File: config.mk
export PLATFORM = sky130hd
export DESIGN_NAME = mem_ctrl_mc_seq_flat
export DESIGN_NICKNAME = d
export VERILOG_FILES = /design/src/rtl/mem_ctrl_mc_seq_if.sv /design/src/rtl/mem_ctrl_mc_seq.sv /design/src/flat_wrapper.sv
export SDC_FILE = /design/constraint.sdc
export NUM_CORES = 1
export LEC_CHECK = 0
export ABC_AREA = 1
export CAP_MARGIN = 20
export CORE_MARGIN = 5
export CORE_UTILIZATION = 35
export DETAILED_ROUTE_END_ITERATION = 12
export GPL_TIMING_DRIVEN = 0
export HOLD_SLACK_MARGIN = 0.1
export SYNTH_ARGS = -nofsm -noshare
export SYNTH_HDL_FRONTEND = slang
export SYNTH_SLANG_ARGS = --single-unit
export TNS_END_PERCENT = 5
File: constraint.sdc
create_clock -name clk -period 1.57 [get_ports clk]
set_input_delay 0.157 -clock clk [delete_from_list [all_inputs] [get_ports clk]]
set_output_delay 0.157 -clock clk [all_outputs]
set_load 0.1 [all_outputs]
File: src/rtl/mem_ctrl_mc_seq_if.sv
// CSR bus and memory-PHY beat handshake bundle for the multi-channel burst controller.
// The controller connects through the slave modport; the bus owner / PHY model uses master.
interface mem_ctrl_mc_seq_if #(
  parameter int NUM_CH = 4,
  parameter int DATA_W = 32,
  parameter int ADDR_W = 8
) ();
  // CSR side
  logic                  csr_wr_en;
  logic                  csr_rd_en;
  logic [ADDR_W-1:0]     csr_addr;
  logic [DATA_W-1:0]     csr_wr_data;
  logic [DATA_W-1:0]     csr_rd_data;
  logic                  csr_rd_valid;
  // memory PHY side
  logic [NUM_CH*4-1:0]   mem_mode;
  logic [NUM_CH-1:0]     mem_beat_valid;
  logic [NUM_CH-1:0]     mem_beat_ready;
  logic [NUM_CH-1:0]     mem_busy;
  // status
  logic                  irq;
  logic                  error_flag;

  modport slave (
    input  csr_wr_en, csr_rd_en, csr_addr, csr_wr_data, mem_beat_ready,
    output csr_rd_data, csr_rd_valid, mem_mode, mem_beat_valid, mem_busy, irq, error_flag
  );

  modport master (
    output csr_wr_en, csr_rd_en, csr_addr, csr_wr_data, mem_beat_ready,
    input  csr_rd_data, csr_rd_valid, mem_mode, mem_beat_valid, mem_busy, irq, error_flag
  );
endinterface

File: src/rtl/mem_ctrl_mc_seq.sv
// Multi-channel memory controller CSR block with a per-channel burst sequencer.
// Each channel waits CFG.latency cycles after a start, then issues CFG.burst_len
// beats over valid/ready. Channel c registers live at c*0x10; globals at 0xF0..0xF8.
module mem_ctrl_mc_seq #(
  parameter int          NUM_CH   = 4,
  parameter int          DATA_W   = 32,
  parameter int          ADDR_W   = 8,
  parameter logic [31:0] ID_VALUE = 32'h1234_ABCE
) (
  input  logic             clk,
  input  logic             rst_n,
  mem_ctrl_mc_seq_if.slave bus
);

  localparam int CH_AW = ADDR_W - 4;
  localparam logic [ADDR_W-1:0] ADDR_ID     = ADDR_W'(8'hF0);
  localparam logic [ADDR_W-1:0] ADDR_IRQ_EN = ADDR_W'(8'hF4);
  localparam logic [ADDR_W-1:0] ADDR_GERR   = ADDR_W'(8'hF8);

  typedef enum logic [1:0] {ST_IDLE, ST_LAT, ST_BURST, ST_DONE} state_t;

  // per-channel state
  state_t      r_state      [NUM_CH];
  state_t      w_state_next [NUM_CH];
  logic [3:0]  r_lat_cnt    [NUM_CH];
  logic [3:0]  w_lat_next   [NUM_CH];
  logic [7:0]  r_beat_cnt   [NUM_CH];
  logic [7:0]  w_beat_next  [NUM_CH];
  logic [3:0]  w_err_set    [NUM_CH];
  logic [3:0]  r_mode       [NUM_CH];
  logic [11:0] r_cfg        [NUM_CH];
  logic [3:0]  r_err        [NUM_CH];

  // global registers
  logic [NUM_CH:0]   r_irq_en;
  logic [1:0]        r_gerr;
  logic [1:0]        w_gerr_set;
  logic [DATA_W-1:0] r_rd_data;
  logic [DATA_W-1:0] w_rd_data;
  logic              r_rd_valid;
  logic              r_irq;
  logic              r_err_flag;
  logic              w_irq;
  logic              w_err_any;

  // address decode
  logic [ADDR_W-1:0] w_addr;
  logic [1:0]        w_off;
  logic [NUM_CH-1:0] w_ch_hit;
  logic [NUM_CH-1:0] w_ctrl_wr;
  logic [NUM_CH-1:0] w_cfg_wr;
  logic [NUM_CH-1:0] w_err_wr;
  logic [NUM_CH-1:0] w_start;
  logic [NUM_CH-1:0] w_abort;
  logic [NUM_CH-1:0] w_busy;
  logic              w_irq_en_wr;
  logic              w_gerr_wr;
  logic              w_unused;

  assign w_addr      = {bus.csr_addr[ADDR_W-1:2], 2'b00};
  assign w_off       = bus.csr_addr[3:2];
  assign w_irq_en_wr = bus.csr_wr_en && (w_addr == ADDR_IRQ_EN);
  assign w_gerr_wr   = bus.csr_wr_en && (w_addr == ADDR_GERR);
  // byte-lane bits and upper write-data bits carry no information here
  assign w_unused    = ^{bus.csr_addr[1:0], bus.csr_wr_data};

  generate
    for (genvar gi = 0; gi < NUM_CH; gi++) begin : g_ch
      assign w_ch_hit[gi]  = (bus.csr_addr[ADDR_W-1:4] == CH_AW'(gi));
      assign w_ctrl_wr[gi] = bus.csr_wr_en && w_ch_hit[gi] && (w_off == 2'd0);
      assign w_cfg_wr[gi]  = bus.csr_wr_en && w_ch_hit[gi] && (w_off == 2'd2);
      assign w_err_wr[gi]  = bus.csr_wr_en && w_ch_hit[gi] && (w_off == 2'd3);
      assign w_start[gi]   = w_ctrl_wr[gi] && bus.csr_wr_data[0];
      assign w_abort[gi]   = w_ctrl_wr[gi] && bus.csr_wr_data[5];
      assign w_busy[gi]    = (r_state[gi] != ST_IDLE);

      assign bus.mem_mode[gi*4 +: 4] = r_mode[gi];
      assign bus.mem_beat_valid[gi]  = (r_state[gi] == ST_BURST);
      assign bus.mem_busy[gi]        = w_busy[gi];
    end
  endgenerate

  assign bus.csr_rd_data  = r_rd_data;
  assign bus.csr_rd_valid = r_rd_valid;
  assign bus.irq          = r_irq;
  assign bus.error_flag   = r_err_flag;

  // sequencer next-state: launch, latency countdown, beat countdown, abort and error events
  always_comb begin
    for (int c = 0; c < NUM_CH; c++) begin
      w_state_next[c] = r_state[c];
      w_lat_next[c]   = r_lat_cnt[c];
      w_beat_next[c]  = r_beat_cnt[c];
      w_err_set[c]    = 4'd0;
      case (r_state[c])
        ST_IDLE: begin
          // abort in the same write suppresses the launch entirely
          if (w_start[c] && !w_abort[c]) begin
            if (r_cfg[c][7:0] == 8'd0) begin
              w_err_set[c][2] = 1'b1;
            end else begin
              w_beat_next[c]  = r_cfg[c][7:0];
              w_lat_next[c]   = r_cfg[c][11:8];
              w_state_next[c] = (r_cfg[c][11:8] == 4'd0) ? ST_BURST : ST_LAT;
            end
          end
        end
        ST_LAT: begin
          w_err_set[c][1] = w_start[c];
          if (w_abort[c]) begin
            w_err_set[c][3] = 1'b1;
            w_lat_next[c]   = 4'd0;
            w_beat_next[c]  = 8'd0;
            w_state_next[c] = ST_IDLE;
          end else if (r_lat_cnt[c] <= 4'd1) begin
            w_lat_next[c]   = 4'd0;
            w_state_next[c] = ST_BURST;
          end else begin
            w_lat_next[c]   = r_lat_cnt[c] - 4'd1;
          end
        end
        ST_BURST: begin
          w_err_set[c][1] = w_start[c];
          if (w_abort[c]) begin
            w_err_set[c][3] = 1'b1;
            w_beat_next[c]  = 8'd0;
            w_state_next[c] = ST_IDLE;
          end else if (bus.mem_beat_ready[c]) begin
            w_beat_next[c] = r_beat_cnt[c] - 8'd1;
            if (r_beat_cnt[c] == 8'd1) begin
              w_state_next[c] = ST_DONE;
            end
          end
        end
        ST_DONE: begin
          w_err_set[c][1] = w_start[c];
          w_err_set[c][0] = 1'b1;
          w_state_next[c] = ST_IDLE;
        end
        default: begin
          w_state_next[c] = ST_IDLE;
        end
      endcase
    end
  end

  // sequencer state register; reset drops any burst in flight without flagging it
  always_ff @(posedge clk or negedge rst_n) begin
    if (!rst_n) begin
      for (int c = 0; c < NUM_CH; c++) begin
        r_state[c]    <= ST_IDLE;
        r_lat_cnt[c]  <= 4'd0;
        r_beat_cnt[c] <= 8'd0;
      end
    end else begin
      for (int c = 0; c < NUM_CH; c++) begin
        r_state[c]    <= w_state_next[c];
        r_lat_cnt[c]  <= w_lat_next[c];
        r_beat_cnt[c] <= w_beat_next[c];
      end
    end
  end

  // read mux over the current register contents (pre-write view for a colliding write)
  always_comb begin
    w_rd_data = '0;
    for (int c = 0; c < NUM_CH; c++) begin
      if (w_ch_hit[c]) begin
        case (w_off)
          2'd0:    w_rd_data = DATA_W'({r_mode[c], 1'b0});
          2'd1:    w_rd_data = DATA_W'({r_beat_cnt[c], 6'd0, (r_state[c] == ST_LAT), w_busy[c]});
          2'd2:    w_rd_data = DATA_W'(r_cfg[c]);
          default: w_rd_data = DATA_W'(r_err[c]);
        endcase
      end
    end
    if (w_addr == ADDR_ID)     w_rd_data = DATA_W'(ID_VALUE);
    if (w_addr == ADDR_IRQ_EN) w_rd_data = DATA_W'(r_irq_en);
    if (w_addr == ADDR_GERR)   w_rd_data = DATA_W'(r_gerr);
  end

  // global error sources and interrupt/error summaries
  always_comb begin
    w_gerr_set[0] = bus.csr_rd_en && bus.csr_wr_en;
    w_gerr_set[1] = |(w_cfg_wr & w_busy);
    w_irq         = r_irq_en[NUM_CH] & (|r_gerr);
    w_err_any     = |r_gerr;
    for (int c = 0; c < NUM_CH; c++) begin
      w_irq     = w_irq | (r_err[c][0] & r_irq_en[c]) | (r_irq_en[NUM_CH] & (|r_err[c][3:1]));
      w_err_any = w_err_any | (|r_err[c][3:1]);
    end
  end

  // CSR storage, W1C sticky bits (new events win over a same-cycle clear), read pipeline
  always_ff @(posedge clk or negedge rst_n) begin
    if (!rst_n) begin
      for (int c = 0; c < NUM_CH; c++) begin
        r_mode[c] <= 4'd0;
        r_cfg[c]  <= 12'd0;
        r_err[c]  <= 4'd0;
      end
      r_irq_en   <= '0;
      r_gerr     <= 2'd0;
      r_rd_data  <= '0;
      r_rd_valid <= 1'b0;
      r_irq      <= 1'b0;
      r_err_flag <= 1'b0;
    end else begin
      for (int c = 0; c < NUM_CH; c++) begin
        if (w_ctrl_wr[c]) r_mode[c] <= bus.csr_wr_data[4:1];
        if (w_cfg_wr[c] && !w_busy[c]) r_cfg[c] <= bus.csr_wr_data[11:0];
        r_err[c] <= (r_err[c] & ~(w_err_wr[c] ? bus.csr_wr_data[3:0] : 4'd0)) | w_err_set[c];
      end
      if (w_irq_en_wr) r_irq_en <= bus.csr_wr_data[NUM_CH:0];
      r_gerr     <= (r_gerr & ~(w_gerr_wr ? bus.csr_wr_data[1:0] : 2'd0)) | w_gerr_set;
      r_rd_valid <= bus.csr_rd_en;
      if (bus.csr_rd_en) r_rd_data <= w_rd_data;
      r_irq      <= w_irq;
      r_err_flag <= w_err_any;
    end
  end

endmodule

File: src/flat_wrapper.sv
// flat-port wrapper written by rule: the top's interface ports become plain ports
module mem_ctrl_mc_seq_flat 
#(
  parameter int          NUM_CH   = 4,
  parameter int          DATA_W   = 32,
  parameter int          ADDR_W   = 8,
  parameter logic [31:0] ID_VALUE = 32'h1234_ABCE
)
  (clk, rst_n, bus_csr_wr_en, bus_csr_rd_en, bus_csr_addr, bus_csr_wr_data, bus_mem_beat_ready, bus_csr_rd_data, bus_csr_rd_valid, bus_mem_mode, bus_mem_beat_valid, bus_mem_busy, bus_irq, bus_error_flag);
  mem_ctrl_mc_seq_if #(.NUM_CH(NUM_CH), .DATA_W(DATA_W), .ADDR_W(ADDR_W)) bus_i ();
  input  logic clk;
  input  logic rst_n;
  input wire logic [$bits(bus_i.csr_wr_en)-1:0] bus_csr_wr_en;
  input wire logic [$bits(bus_i.csr_rd_en)-1:0] bus_csr_rd_en;
  input wire logic [$bits(bus_i.csr_addr)-1:0] bus_csr_addr;
  input wire logic [$bits(bus_i.csr_wr_data)-1:0] bus_csr_wr_data;
  input wire logic [$bits(bus_i.mem_beat_ready)-1:0] bus_mem_beat_ready;
  output wire logic [$bits(bus_i.csr_rd_data)-1:0] bus_csr_rd_data;
  output wire logic [$bits(bus_i.csr_rd_valid)-1:0] bus_csr_rd_valid;
  output wire logic [$bits(bus_i.mem_mode)-1:0] bus_mem_mode;
  output wire logic [$bits(bus_i.mem_beat_valid)-1:0] bus_mem_beat_valid;
  output wire logic [$bits(bus_i.mem_busy)-1:0] bus_mem_busy;
  output wire logic [$bits(bus_i.irq)-1:0] bus_irq;
  output wire logic [$bits(bus_i.error_flag)-1:0] bus_error_flag;
  assign bus_i.csr_wr_en = bus_csr_wr_en;
  assign bus_i.csr_rd_en = bus_csr_rd_en;
  assign bus_i.csr_addr = bus_csr_addr;
  assign bus_i.csr_wr_data = bus_csr_wr_data;
  assign bus_i.mem_beat_ready = bus_mem_beat_ready;
  assign bus_csr_rd_data = bus_i.csr_rd_data;
  assign bus_csr_rd_valid = bus_i.csr_rd_valid;
  assign bus_mem_mode = bus_i.mem_mode;
  assign bus_mem_beat_valid = bus_i.mem_beat_valid;
  assign bus_mem_busy = bus_i.mem_busy;
  assign bus_irq = bus_i.irq;
  assign bus_error_flag = bus_i.error_flag;
  mem_ctrl_mc_seq #(.NUM_CH(NUM_CH), .DATA_W(DATA_W), .ADDR_W(ADDR_W), .ID_VALUE(ID_VALUE)) u_core (.clk(clk), .rst_n(rst_n), .bus(bus_i));
endmodule
# Word-level counts from Yosys, hierarchy flattened
# Index checks and enable logic that the tools add are counted.
totals:
  reg_bits: 178
  latchBits: 0
  ramBits: 0
  rom_bits: 0
  in_bits: 48
  out_inout_bits: 59
  elab_cells: 347
  mem_count: 0
classes:
  addsub: 8
  multipliers: 0
  n_div: 0
  order_cmp: 4
  n_eq_ne: 49
  n_shift: 0
  mux: 124
  bitwise: 37
  n_reduce_logical: 95
ops:
  columns: ["op", "n"]
  rows:
  - ["32-bit 2-to-1 mux", 7]
  - ["16-bit one-hot mux with 3 select lines", 4]
  - ["8-bit 2-to-1 mux", 20]
  - ["8-bit one-hot mux with 3 select lines", 4]
  - ["4-bit 2-to-1 mux", 20]
  - ["2-bit 2-to-1 mux", 33]
  - ["5-bit AND reduction", 8]
  - ["1-bit logical AND", 35]
  - ["8-bit by 1-bit equality test with 1-bit output (second input constant)", 4]
  - ["8-bit zero test", 4]
  - ["2-bit one-hot mux with 4 select lines", 4]
  - ["4-bit one-hot mux with 2 select lines", 4]
  - ["8-bit by 1-bit subtractor with 8-bit output (second input constant)", 4]
  - ["1-bit 2-to-1 mux", 28]
  - ["3-bit by 1-bit inequality test with 1-bit output (second input constant)", 8]
  - ["3-bit OR reduction", 8]
  - ["4-bit AND", 5]
  - ["2-bit equality test (second input constant)", 10]
  - ["4-bit zero test", 5]
  - ["6-bit equality test (second input constant)", 3]
  - ["4-bit by 1-bit <= comparator with 1-bit output (second input constant)", 4]
  - ["2-bit by 1-bit inequality test with 1-bit output (second input constant)", 8]
  - ["4-bit inverter", 4]
  - ["4-bit bitwise OR", 4]
  - ["18 further kinds", 79]

# Logic depth before layout (Yosys ltp)
depth:
  word_depth: 10
  depth_mapped: 13
  mapped_depth_nobuf: 13

# Worst setup path before layout
# Ideal clock, no wire load.
synth_timing:
  path_kind: "register to register"
  startpoint: "reg u_core.r_state[4] (netlist bit)"
  endpoint: "reg u_core.r_beat_cnt[22] (netlist bit)"
  setup_time_ns: 0.065
  arrival_time_ns: 2.246
  t_required_ns: 1.505
  setup_slack_ns: -0.741
  stages_incl_launch_ff: 10
  path_buffers: 1
  synth_period_minus_slack_ns: 2.311
  cell_sequence: "dfrtp_1 > inv_1 > ha_1 > clkbuf_1 > nand2_1 > nor2_1 > nor2_8 > nand2_4 > nand2_1 > nand2_1"
synth_between:
  elab_chain_len: 3
  word_cells_on_any_way: 10
  classes_between: "6 x eq/ne; 1 x mux; 3 x reduce/logical"
synth_rtl:
  columns: ["item", "line_no", "rtl"]
  rows:
  - ["start, declared", "mem_ctrl_mc_seq.sv:23", "state_t r_state [NUM_CH];"]
  - ["start signal, assigned by index", "mem_ctrl_mc_seq.sv:157", "r_state[c] <= w_state_next[c];"]
  - ["2-bit equality test (*)", null, null]
  - ["net bus_mem_beat_valid[1]", "flat_wrapper.sv:21", "output wire logic [$bits(bus_i.mem_beat_valid)-1:0] bus_mem_beat_valid;"]
  - ["3-bit by 2-bit inequality test with 1-bit output (no source line) / 3-bit nonzero test (equally long branches)", null, null]
  - ["5-bit AND reduction (no source line)", null, null]
  - ["end signal, assigned by index", "mem_ctrl_mc_seq.sv:159", "r_beat_cnt[c] <= w_beat_next[c];"]
  - ["end, declared", "mem_ctrl_mc_seq.sv:27", "logic [7:0] r_beat_cnt [NUM_CH];"]
# The timed path passes the listed nets; every way through them passes the cells marked *.
# A chain may end at the register's enable or synchronous reset.

# Final worst setup path
layout_timing:
  startpoint: "reg u_core.r_state[6] (netlist bit)"
  endpoint: "out bus_mem_busy[0]"
layout_between:
  elab_chain_len: 1
layout_rtl:
  columns: ["item", "line_no", "rtl"]
  rows:
  - ["2-bit nonzero test", "mem_ctrl_mc_seq.sv:75", "assign w_busy[gi] = (r_state[gi] != ST_IDLE);"]
  - ["end, declared", "flat_wrapper.sv:22", "output wire logic [$bits(bus_i.mem_busy)-1:0] bus_mem_busy;"]
# No other way between the ends.

==> qor.csv <==
stage,metric,value,unit
run_status,run status,finished with violations,
run_status,violated checks,negative setup slack,
grt,largest net degree at the start of global routing,87,
sta,Setup Skew,7.910,ps
final_layout,Area growth syn-to-layout,28.03,%
routing,via count,10209,
sta,RSZ-0062 raised after global routing,true,
critical_path,slowest cell delay on critical path,460,ps
sta,min cycle time layout,1709,ps
synthesis,adder-cell share of the synthesized area,4.453,%
synthesis,synthesized area per cell,7.098,µm²
sta,pins over their slew limit,0,
synthesis,fraction of registers with async set/reset,100.0,%
power,Leakage,6.370,nW
synthesis,post-synthesis sequential area ratio,40.33,%
clock_tree,Root Buffer,clkbuf_16,
synthesis,Simple-Gate Fraction of Synth Area,33.81,%
critical_path,CP max FO,4,
clock_tree,H-tree levels,4,
die,num ports,107,
critical_path,WP data required,1410,ps
synthesis,Synth Instances,1425,
die,row count,62,
die,Die ar.,32400,µm²
critical_path,CP Launch Type,register,
critical_path,Buffers & Inverters on Critical Path,3,
die,core footprint,28630,µm²
job,max cap viols,0,
sta,Final Hold Viols,0,
sta,slack of the critical path,-139.0,ps
final_layout,Nets,1664,
die,Initial Util,35.34,%
place,placed standard-cell area,11560,µm²
clock_tree,Clock Sinks,163,
synthesis,Synth Flop Type,dfrtp_1,
routing,first-pass iteration count of the detailed router,6,
routing,initial drt markers,1119,
final_layout,n_diodes,0,
place,# port buffers,73,
grt,GRT Total Usage,21.57,%
sta,worst slew pin tran,788.3,ps
routing,# DRC,0,
routing,final WL,35.69,mm
sta,fin crit share,108.9,%
power,Total Power,22.99,mW
hold_path,Tightest Hold Check Type,input port to async pin,
critical_path,Critical Path End Type,output pin,
critical_path,slowest CP cell,dfrtp_2,
power,Pwr Density,1775,nW/µm²
sta,endpoints failing setup,16,
die,Die H,180.0,µm
clock_tree,"Reg clk slew, reported paths",60,ps
grt,first-pass GRT wire length,55.71,mm
synthesis,Seq cells post-synth,163,
clock_tree,Worst-Skew Late Latency,430,ps
routing,Vias/cell,5.166,
sta,Relative slew margins,47.45,%
clock_tree,CTS tree,done,
synthesis,Post-synth EDFFs,0,
place,dpl hpwl,26.32,mm
synthesis,netlist area before placement,10110,µm²
final_layout,ratio of cells with drive above 1 in the final layout,19.22,%
clock_tree,CTS Buf Count,17,
sta,Peak Freq,585.1,MHz
final_layout,Final Cell Area,12950,µm²
critical_path,crit path kind,register to output pin,
synthesis,Synth Warn #,0,
sta,Hold WS,285.6,ps
grt,vias in the first global route,9686,
routing,Detail Route Antenna Nets,0,
final_layout,Final Non-Filler Cells,1976,
power,Peak VDD IR,0.0008235,V
grt,grt total ovfl,0,
critical_path,cells along the critical path,"inv_4, ha_4, clkinvlp_4, buf_6",
synthesis,Synth Area in Compound Gates,11.28,%
routing,WL/cell,18.06,µm
place,dpl cells,1893,
synthesis,mux contribution to synthesized area,0.1979,%
critical_path,crit path DAT,1550,ps
die,Die W,180.0,µm
critical_path,family with the most delay on the worst path,buffers and inverters,
grt,initial antenna violation count,0,
clock_tree,CTS max path bufs,2,
place,GPL Wtd Cong,0.9560,
synthesis,Synth Area in XOR/XNOR,1.732,%
final_layout,fin util,45.24,%
synthesis,largest family of logic cells by synthesized area,simple AND/OR/NAND/NOR gates,
synthesis,Unique masters post-synth,41,
[timing repair]
action | CTS | global route
gates resized for setup | 247 | 126
endpoints found under the setup margin | 196 | 155
gates cloned | 0 | 0
pin swaps | 8 | 25
hold buffers | 1 | 0
endpoints found under the hold margin | 77 | 0
buffers inserted | 26 | 26
[cells in the final DEF (no fill, tap or decap), types with 17 or more instances in the layout]
master           instances
o21ai_0                142
nand4_1                 30
nor2_1                  73
dfrtp_1                160
buf_4                   72
nand3_1                108
nand2_1                501
nand2_2                 22
inv_1                  106
buf_2                   19
clkbuf_16               17
clkdlybuf4s15_2         20
o21ai_1                 22
inv_2                   24
ha_1                    21
[kinds of logic (layout without fill, tap and decap cells)]
family          after synthesis  after routing
other cells                   1             11
flops                       163            163
compound gates              212            212
fa+ha+maj                    36             36
buf+inv                     195            352
mux                           2              2
simple gates                796            796
xor+xnor                     20             20
[cells in the mapped netlist (5+ instances only)]
library cell / count / area, µm²
a21oi_1: 12 / 60.06
buf_2: 18 / 90.09
buf_4: 19 / 142.6
clkbuf_1: 16 / 60.06
dfrtp_1: 163 / 4079
ha_1: 36 / 450.4
inv_1: 130 / 488.0
inv_2: 7 / 26.28
nand2_1: 524 / 1967
nand2_4: 5 / 56.30
nand3_1: 111 / 555.5
nand4_1: 30 / 187.7
nor2_1: 81 / 304.0
nor2_4: 6 / 67.56
nor3_1: 11 / 55.05
o21ai_0: 159 / 795.8
o21ai_1: 7 / 35.03
o221ai_1: 8 / 70.07
o22ai_1: 13 / 81.33
or2_2: 8 / 50.05
xnor2_1: 8 / 70.07
xor2_1: 12 / 105.1
[state kept, by name, summed over array words and instances, names as in the netlist]
signal and count:
u_core.bus.csr_rd_data 17, u_core.bus.csr_rd_valid 1, u_core.bus.error_flag 1, u_core.bus.irq 1, u_core.bus.mem_mode 16, u_core.r_beat_cnt 32
u_core.r_cfg 48, u_core.r_err 16, u_core.r_gerr 2, u_core.r_irq_en 5, u_core.r_lat_cnt 16, u_core.r_state 8
[cell type report]
cell class	count	area, µm²
Timing Repair Buffer	127	1225
Clock buffer	23	488.0
Tap cell	384	480.5
Inverter	141	565.5
Clock inverter	8	101.3
Multi-Input combinational cell	1077	5610
Fill cell	2918	15680
Sequential cell	163	4083
Buffer	53	396.6
[power by group]
part | switching, mW | internal, mW | leakage (nW) | total, mW
Combinational | 7.85 | 4.75 | 3.93 | 12.6
Sequential | 0.957 | 5.12 | 2.16 | 6.07
Clock | 1.80 | 2.50 | 0.281 | 4.31
Total | 10.6 | 12.4 | 6.37 | 23.0
[final timing paths]
path | from | cells after the start | endpoint | slack, ps
max | u_core.r_state[6] | 4 | bus_mem_busy[0] | -140
min | rst_n | 2 | u_core.r_lat_cnt[0] | 290
max reg2reg | u_core.r_state[6] | 13 | u_core.bus.csr_rd_data[0] | -130
min reg2reg | u_core.r_lat_cnt[13] | 2 | u_core.r_lat_cnt[13] | 470
max in group asynchronous | rst_n | 3 | u_core.r_beat_cnt[26] | 410
min in group clk | bus_csr_wr_data[5] | 3 | u_core.r_cfg[41] | 340
[metal layers]
layer,part of all wire (%),vias up,GRT usage [%]
met3,7.8,58,4.345
met1,46,4789,31.95
met5,0,-,0
met2,43,444,31.60
met4,2.8,0,6.858
li1,-,4918,-
[through the flow]
| step | setup slack, ps | TNS, ps |
|---|---|---|
| after global placement | -6690 | -1202140 |
| after global routing | -212.1 | -5036 |
| after CTS | -221.4 | -8581 |
| after detailed placement | -1058 | -116550 |
| after floorplan | -305.5 | -8925 |
| final | -139.0 | -944.7 |
[worst reg2reg max path: stages, from the launching register on]
cell	delay (ps)
dfrtp_2	460
inv_4	100
ha_4	170
clkinvlp_4	170
nand3_2	110
nand2_1	50
inv_1	50
nand2_1	50
nand3_2	60
nand2_1	80
nand2_1	60
nand2_1	60
nand2_2	120
nand2_1	70
Note: power is estimated with default switching activity, not from simulation.
